File: src/rtl/systemizer_seq_ctrl.sv
// Job sequencer for the systemizer engine: load the host matrix, run the left then right phase, drain the result.
// Optional watchdog on the WAIT states is compiled in with SYS_TIMEOUT_EN.
module systemizer_seq_ctrl #(
    parameter int L       = 8,
    parameter int K       = 16,
    parameter int M       = 3,
    parameter int BLOCK   = 4,
    parameter int TIMEOUT = 4096,
    localparam int EW     = $clog2(M),
    localparam int DW     = BLOCK * EW,
    localparam int WORDS  = (L * K) / BLOCK,
    localparam int AW     = $clog2(WORDS)
) (
    input  logic          clk,
    input  logic          rst_n,
    input  logic          cmd_start,
    input  logic          in_valid,
    output logic          in_ready,
    input  logic [DW-1:0] in_data,
    output logic          out_valid,
    input  logic          out_ready,
    output logic [DW-1:0] out_data,
    output logic          busy,
    output logic          job_done,
    output logic          job_fail,
    output logic          job_timeout,
    output logic          sys_start,
    output logic          sys_start_right,
    input  logic          sys_done,
    input  logic          sys_fail,
    output logic          sys_wr_en,
    output logic [AW-1:0] sys_wr_addr,
    output logic [DW-1:0] sys_data_in,
    output logic          sys_rd_en,
    output logic [AW-1:0] sys_rd_addr,
    input  logic [DW-1:0] sys_data_out
);

    typedef enum logic [2:0] {
        IDLE, LOAD, START_L, WAIT_L, START_R, WAIT_R, DRAIN, FIN
    } state_t;

    // One extra bit so a power-of-two WORDS reaches the terminal count without wrapping.
    localparam int CW = AW + 1;
    localparam logic [CW-1:0] LAST_ADDR = CW'(WORDS - 1);
    localparam logic [CW-1:0] WORDS_CNT = CW'(WORDS);

    state_t          state_q, state_d;
    logic [CW-1:0]   addr_q, addr_d;
    logic [CW-1:0]   raddr_q, raddr_d;
    logic            rd_pend_q, rd_pend_d;
    logic            out_valid_q, out_valid_d;
    logic [DW-1:0]   out_data_q, out_data_d;
    logic            job_fail_q, job_fail_d;
    logic            job_timeout_q, job_timeout_d;
    logic            timeout_hit;
    logic            in_wait;

    assign in_wait = (state_q == WAIT_L) || (state_q == WAIT_R);

`ifdef SYS_TIMEOUT_EN
    localparam int TW = (TIMEOUT > 1) ? $clog2(TIMEOUT) : 1;
    logic [TW-1:0] tmo_q, tmo_d;

    // Counter is held at zero outside the WAIT states, so each WAIT entry starts fresh.
    always_comb begin
        tmo_d = '0;
        if (in_wait) begin
            tmo_d = tmo_q + 1'b1;
        end
    end

    assign timeout_hit = in_wait && (tmo_q == TW'(TIMEOUT - 1));

    always_ff @(posedge clk or negedge rst_n) begin
        if (!rst_n) begin
            tmo_q <= '0;
        end else begin
            tmo_q <= tmo_d;
        end
    end
`else
    logic unused_timeout;
    assign timeout_hit    = 1'b0;
    assign unused_timeout = ^TIMEOUT;
`endif

    always_comb begin
        state_d         = state_q;
        addr_d          = addr_q;
        raddr_d         = raddr_q;
        rd_pend_d       = 1'b0;
        out_valid_d     = out_valid_q;
        out_data_d      = out_data_q;
        job_fail_d      = job_fail_q;
        job_timeout_d   = job_timeout_q;
        in_ready        = 1'b0;
        sys_wr_en       = 1'b0;
        sys_rd_en       = 1'b0;
        sys_start       = 1'b0;
        sys_start_right = 1'b0;
        job_done        = 1'b0;

        case (state_q)
            IDLE: begin
                if (cmd_start) begin
                    job_fail_d    = 1'b0;
                    job_timeout_d = 1'b0;
                    addr_d        = '0;
                    state_d       = LOAD;
                end
            end
            LOAD: begin
                in_ready = 1'b1;
                if (in_valid) begin
                    sys_wr_en = 1'b1;
                    addr_d    = addr_q + 1'b1;
                    if (addr_q == LAST_ADDR) begin
                        state_d = START_L;
                    end
                end
            end
            START_L: begin
                sys_start = 1'b1;
                state_d   = WAIT_L;
            end
            WAIT_L: begin
                if (sys_done) begin
                    if (sys_fail) begin
                        job_fail_d = 1'b1;
                        state_d    = FIN;
                    end else begin
                        state_d = START_R;
                    end
                end else if (timeout_hit) begin
                    job_fail_d    = 1'b1;
                    job_timeout_d = 1'b1;
                    state_d       = FIN;
                end
            end
            START_R: begin
                sys_start_right = 1'b1;
                state_d         = WAIT_R;
            end
            WAIT_R: begin
                if (sys_done) begin
                    if (sys_fail) begin
                        job_fail_d = 1'b1;
                        state_d    = FIN;
                    end else begin
                        raddr_d = '0;
                        state_d = DRAIN;
                    end
                end else if (timeout_hit) begin
                    job_fail_d    = 1'b1;
                    job_timeout_d = 1'b1;
                    state_d       = FIN;
                end
            end
            DRAIN: begin
                // Read only when the single output slot is guaranteed free on the data-return cycle.
                if ((!out_valid_q || out_ready) && !rd_pend_q && (raddr_q < WORDS_CNT)) begin
                    sys_rd_en = 1'b1;
                    raddr_d   = raddr_q + 1'b1;
                    rd_pend_d = 1'b1;
                end
                if (out_valid_q && out_ready && !rd_pend_q && (raddr_q == WORDS_CNT)) begin
                    state_d = FIN;
                end
            end
            FIN: begin
                job_done = 1'b1;
                state_d  = IDLE;
            end
            default: state_d = IDLE;
        endcase

        if (rd_pend_q) begin
            out_valid_d = 1'b1;
            out_data_d  = sys_data_out;
        end else if (out_valid_q && out_ready) begin
            out_valid_d = 1'b0;
        end
    end

    always_ff @(posedge clk or negedge rst_n) begin
        if (!rst_n) begin
            state_q       <= IDLE;
            addr_q        <= '0;
            raddr_q       <= '0;
            rd_pend_q     <= 1'b0;
            out_valid_q   <= 1'b0;
            out_data_q    <= '0;
            job_fail_q    <= 1'b0;
            job_timeout_q <= 1'b0;
        end else begin
            state_q       <= state_d;
            addr_q        <= addr_d;
            raddr_q       <= raddr_d;
            rd_pend_q     <= rd_pend_d;
            out_valid_q   <= out_valid_d;
            out_data_q    <= out_data_d;
            job_fail_q    <= job_fail_d;
            job_timeout_q <= job_timeout_d;
        end
    end

    assign busy        = (state_q != IDLE);
    assign out_valid   = out_valid_q;
    assign out_data    = out_data_q;
    assign job_fail    = job_fail_q;
    assign job_timeout = job_timeout_q;
    assign sys_wr_addr = addr_q[AW-1:0];
    assign sys_data_in = in_data;
    assign sys_rd_addr = raddr_q[AW-1:0];

endmodule
File: config.mk
export PLATFORM = sky130hd
export DESIGN_NAME = systemizer_seq_ctrl
export DESIGN_NICKNAME = d
export VERILOG_FILES = /design/src/rtl/systemizer_seq_ctrl.sv
export SDC_FILE = /design/constraint.sdc
export NUM_CORES = 1
export LEC_CHECK = 0
export BUFFER_PORTS_ARGS = -buffer_cell sky130_fd_sc_hd__buf_2
export CAP_MARGIN = 15
export CORE_ASPECT_RATIO = 0.9
export CORE_MARGIN = 8
export CORE_UTILIZATION = 35
export CTS_CLUSTER_DIAMETER = 100
export DETAILED_ROUTE_END_ITERATION = 8
export PLACE_DENSITY = 0.63
export SLEW_MARGIN = 20
export SYNTH_ARGS = -nofsm -noshare
export SYNTH_HDL_FRONTEND = slang
export SYNTH_SLANG_ARGS = --single-unit
File: constraint.sdc
create_clock -name clk -period 1.7 [get_ports clk]
set_clock_uncertainty 0.1 [all_clocks]
set_input_delay 0.34 -clock clk [delete_from_list [all_inputs] [get_ports clk]]
set_output_delay 0.34 -clock clk [all_outputs]
set_load 0.01 [all_outputs]
==> flow_summary_export.csv <==
group,metric,value,unit
flow_run,cap_violations,0,
global_routing,grt_usage,10.24,%
power_and_ir_drop,ir_drop,779.5,uV
detailed_routing,drtIter0Drc,20,
clock_network,cts_buffers,3,
detailed_routing,first_pass_iters,4,
place,dp.final_hpwl,2509,microns
clock_network,htree_levels,1,
global_routing,met3_usage,4.995,%
critical_path,r2r_start,"state_q[0]",
timing,fmaxAchievable,572.6,MHz
logic_synthesis,yosysWarnings,0,
place,io_buffers,41,
critical_path,crit_top_cell,"buf_6",
global_routing,grt_max_degree,27,
detailed_routing,routed_wl,3314,microns
clock_network,insertion_delay,280,ps
detailed_routing,final_antenna_net_count,0,
critical_path,cp_top_family,"flip-flops",
critical_path,start_kind,"flip-flop",
power_and_ir_drop,pwr_density_cell,1473,nW/um^2
floorplanning,die_y,78.09,microns
timing,rsz0062_at_grt,"yes",
layout,utilization,45.30,%
timing,setup_violations,2,
global_routing,top_usage_layer,"met2",
critical_path,crit_chain,"buf_6 > or3_4 > buf_6",
global_routing,grt_pass1_vias,1203,
detailed_routing,avgRoutedWirePerCell,14.86,microns
logic_synthesis,synth_area_leaders,"dfrtp_1, buf_4, mux2_2",
status,violations,"negative setup slack",
layout,layout_commonest_cell,"buf_2",
floorplanning,io_pins,59,
layout,antennaDiodeCount,0,
detailed_routing,avgViaCountPerCell,4.946,
floorplanning,die_w,84.98,microns
global_routing,grt_overflow,0,
timing,hold_viol_final,0,
floorplanning,core.rowCount,22,
floorplanning,initial_utilization,36.55,%
logic_synthesis,synth_seq_area_share,43.41,%
layout,area_growth,23.96,%
clock_network,cts_tree,"done",
detailed_routing,vias,1103,
floorplanning,core,4101,sq um
power_and_ir_drop,power,2.738,mW
critical_path,critPathBufInv,2,
timing,finalMaxSlewViolations,0,
logic_synthesis,avgSynthCellArea,10.86,sq um
clock_network,clkSinkCount,26,
layout,multi_input_area,685.7,sq um
layout,drive_gt1_share,49.14,%
logic_synthesis,ys_types,41,
timing,post-route-period-util,102.7,%
global_routing,grt_pass1_wl,5575,microns
global_routing,grtUsageMet2,18.25,%
power_and_ir_drop,p_leak,0.9086,nW
layout,final_cell_mix,"buf_2, dfrtp_1, buf_4, nor2_1, mux2_2",
floorplanning,dieArea,6636,sq um
clock_network,clk_path_buf_depth,2,
global_routing,antenna_found_initial,0,
critical_path,critPathArrivalTime,1310,ps
layout,n_fill_cell,399,
worst_hold_path,hold_class,"in2reg",
critical_path,path_class,"reg2out",
critical_path,end_kind,"primary output",
logic_synthesis,synth_cells,138,
logic_synthesis,synth_top_cell_area_share,43.41,%
critical_path,cp_slowest_stage_delay,400,ps
critical_path,cp-startpoint,"state_q[0]",
clock_network,cts.root.buffer_cell,"clkbuf_8",
clock_network,path_clk_slew,100,ps
global_routing,met1_usage,10.66,%
status,status,"finished with violations",
logic_synthesis,synth.cell_area,1499,sq um
layout,final_nets,202,
critical_path,critPathSlowestCell,"dfrtp_1",
critical_path,worstPathMaxFanout,5,
logic_synthesis,synth_seq_cells,26,
detailed_routing,drc,0,
logic_synthesis,synth_nets,164,
logic_synthesis,yosysTopAreaCell,"dfrtp_1",
place,gp_congestion,0.7464,
critical_path,cp.required,1260,ps
timing,fin_ws,-46.29,ps
timing,layout_min_cycle_time,1746,ps
timing,relSlewSlack,60.52,%
worst_hold_path,min_from,"sys_data_out[2]",
timing,worst_pin_slew,592.2,ps
layout,ff_latch_area,653.1,sq um
[layer usage]
layer  up-vias  part of all wire (%)
met2        37                    51
met3         4                   8.4
met1       533                    40
met4         0                  0.45
met5         -                     0
li1        529                     -
[area by class of cell]
class                           instances  area share [%]
Multi-Input combinational cell         83           36.90
Timing Repair Buffer                   59           20.27
Inverter                                3          0.6061
Clock inverter                          1           1.616
Sequential cell                        26           35.15
Clock buffer                            3           2.222
Tap cell                               48           3.232
[repair_timing]
item,4_1_cts,5_1_grt
endpoints found under the hold margin,26,0
pin swaps,5,6
cloned,0,0
setup buffers,8,1
hold buffers,1,0
endpoints found under the setup margin,6,9
gates resized for setup,10,7
[worst register-to-register path, stage by stage (launching register included)]
cell	delay, ps
dfrtp_1	400
nand4bb_4	260
nor3_4	160
buf_4	170
nand4_1	110
mux2_1	320
[path summary, 6_finish.rpt]
check                                   end  slack, ps  depth (start not counted)
max in group asynchronous        state_q[2]        590                          2
worst max register to register   raddr_q[4]         60                          5
worst min register to register     job_fail        400                          2
worst max-delay path                   busy        -50                          3
min in group asynchronous         addr_q[5]        500                          2
worst min-delay path            out_data[2]        200                          2
[logic make-up (layout without fill, tap and decap cells)]
logic type	Yosys count	in the layout	share of synthesized area (%)
other cells	1	1	0.2502
buf+inv	29	66	13.35
flops	26	26	43.41
mux	12	12	9.182
xor+xnor	7	7	4.090
fa+ha+maj	3	3	2.504
compound gates	12	12	5.760
simple gates	48	48	21.45
[cell usage after synthesis, drive strengths merged]
cell type,n
dfrtp,26
buf,23
nor2,15
mux2,11
nand2,7
o21ai,5
xor2,5
nand4,4
and3,3
clkbuf,3
ha,3
inv,3
nor3b,3
a41oi,2
nand3,2
nor2b,2
nor4b,2
xnor2,2
a22o,1
a311o,1
a31oi,1
a41o,1
and2b,1
and4bb,1
conb,1
mux2i,1
nand2b,1
nand3b,1
nand4b,1
nand4bb,1
nor3,1
nor4bb,1
o41ai,1
or2,1
or3,1
[registers in the layout, summed over array words and instances, names as in the netlist]
register   flops
rd_pend_q      1
state_q        3
addr_q         6
out_valid      1
raddr_q        6
out_data       8
job_fail       1
[metrics by stage]
step | worst slack (ps) | TNS (ps) | hold WS, ps | area (sq um) | cells
floorplan | 116.5 | 0 | -55.59 | 1499 | 138
global placement | 89.32 | 0 | 264.4 | 1635 | 209
detailed placement | 50.70 | 0 | 279.3 | 1635 | 209
CTS | -77.40 | -168.6 | 182.7 | 1815 | 222
global route | -86.17 | -280.5 | 185.6 | 1858 | 223
finish | -46.29 | -58.82 | 195.3 | 1858 | 223
[where the power goes]
part           switching [mW]  internal (mW)
logic                   0.552          0.660
registers               0.182          0.825
clock network           0.204          0.315
total                   0.938           1.80
Note: power is estimated with default switching activity, not from simulation.
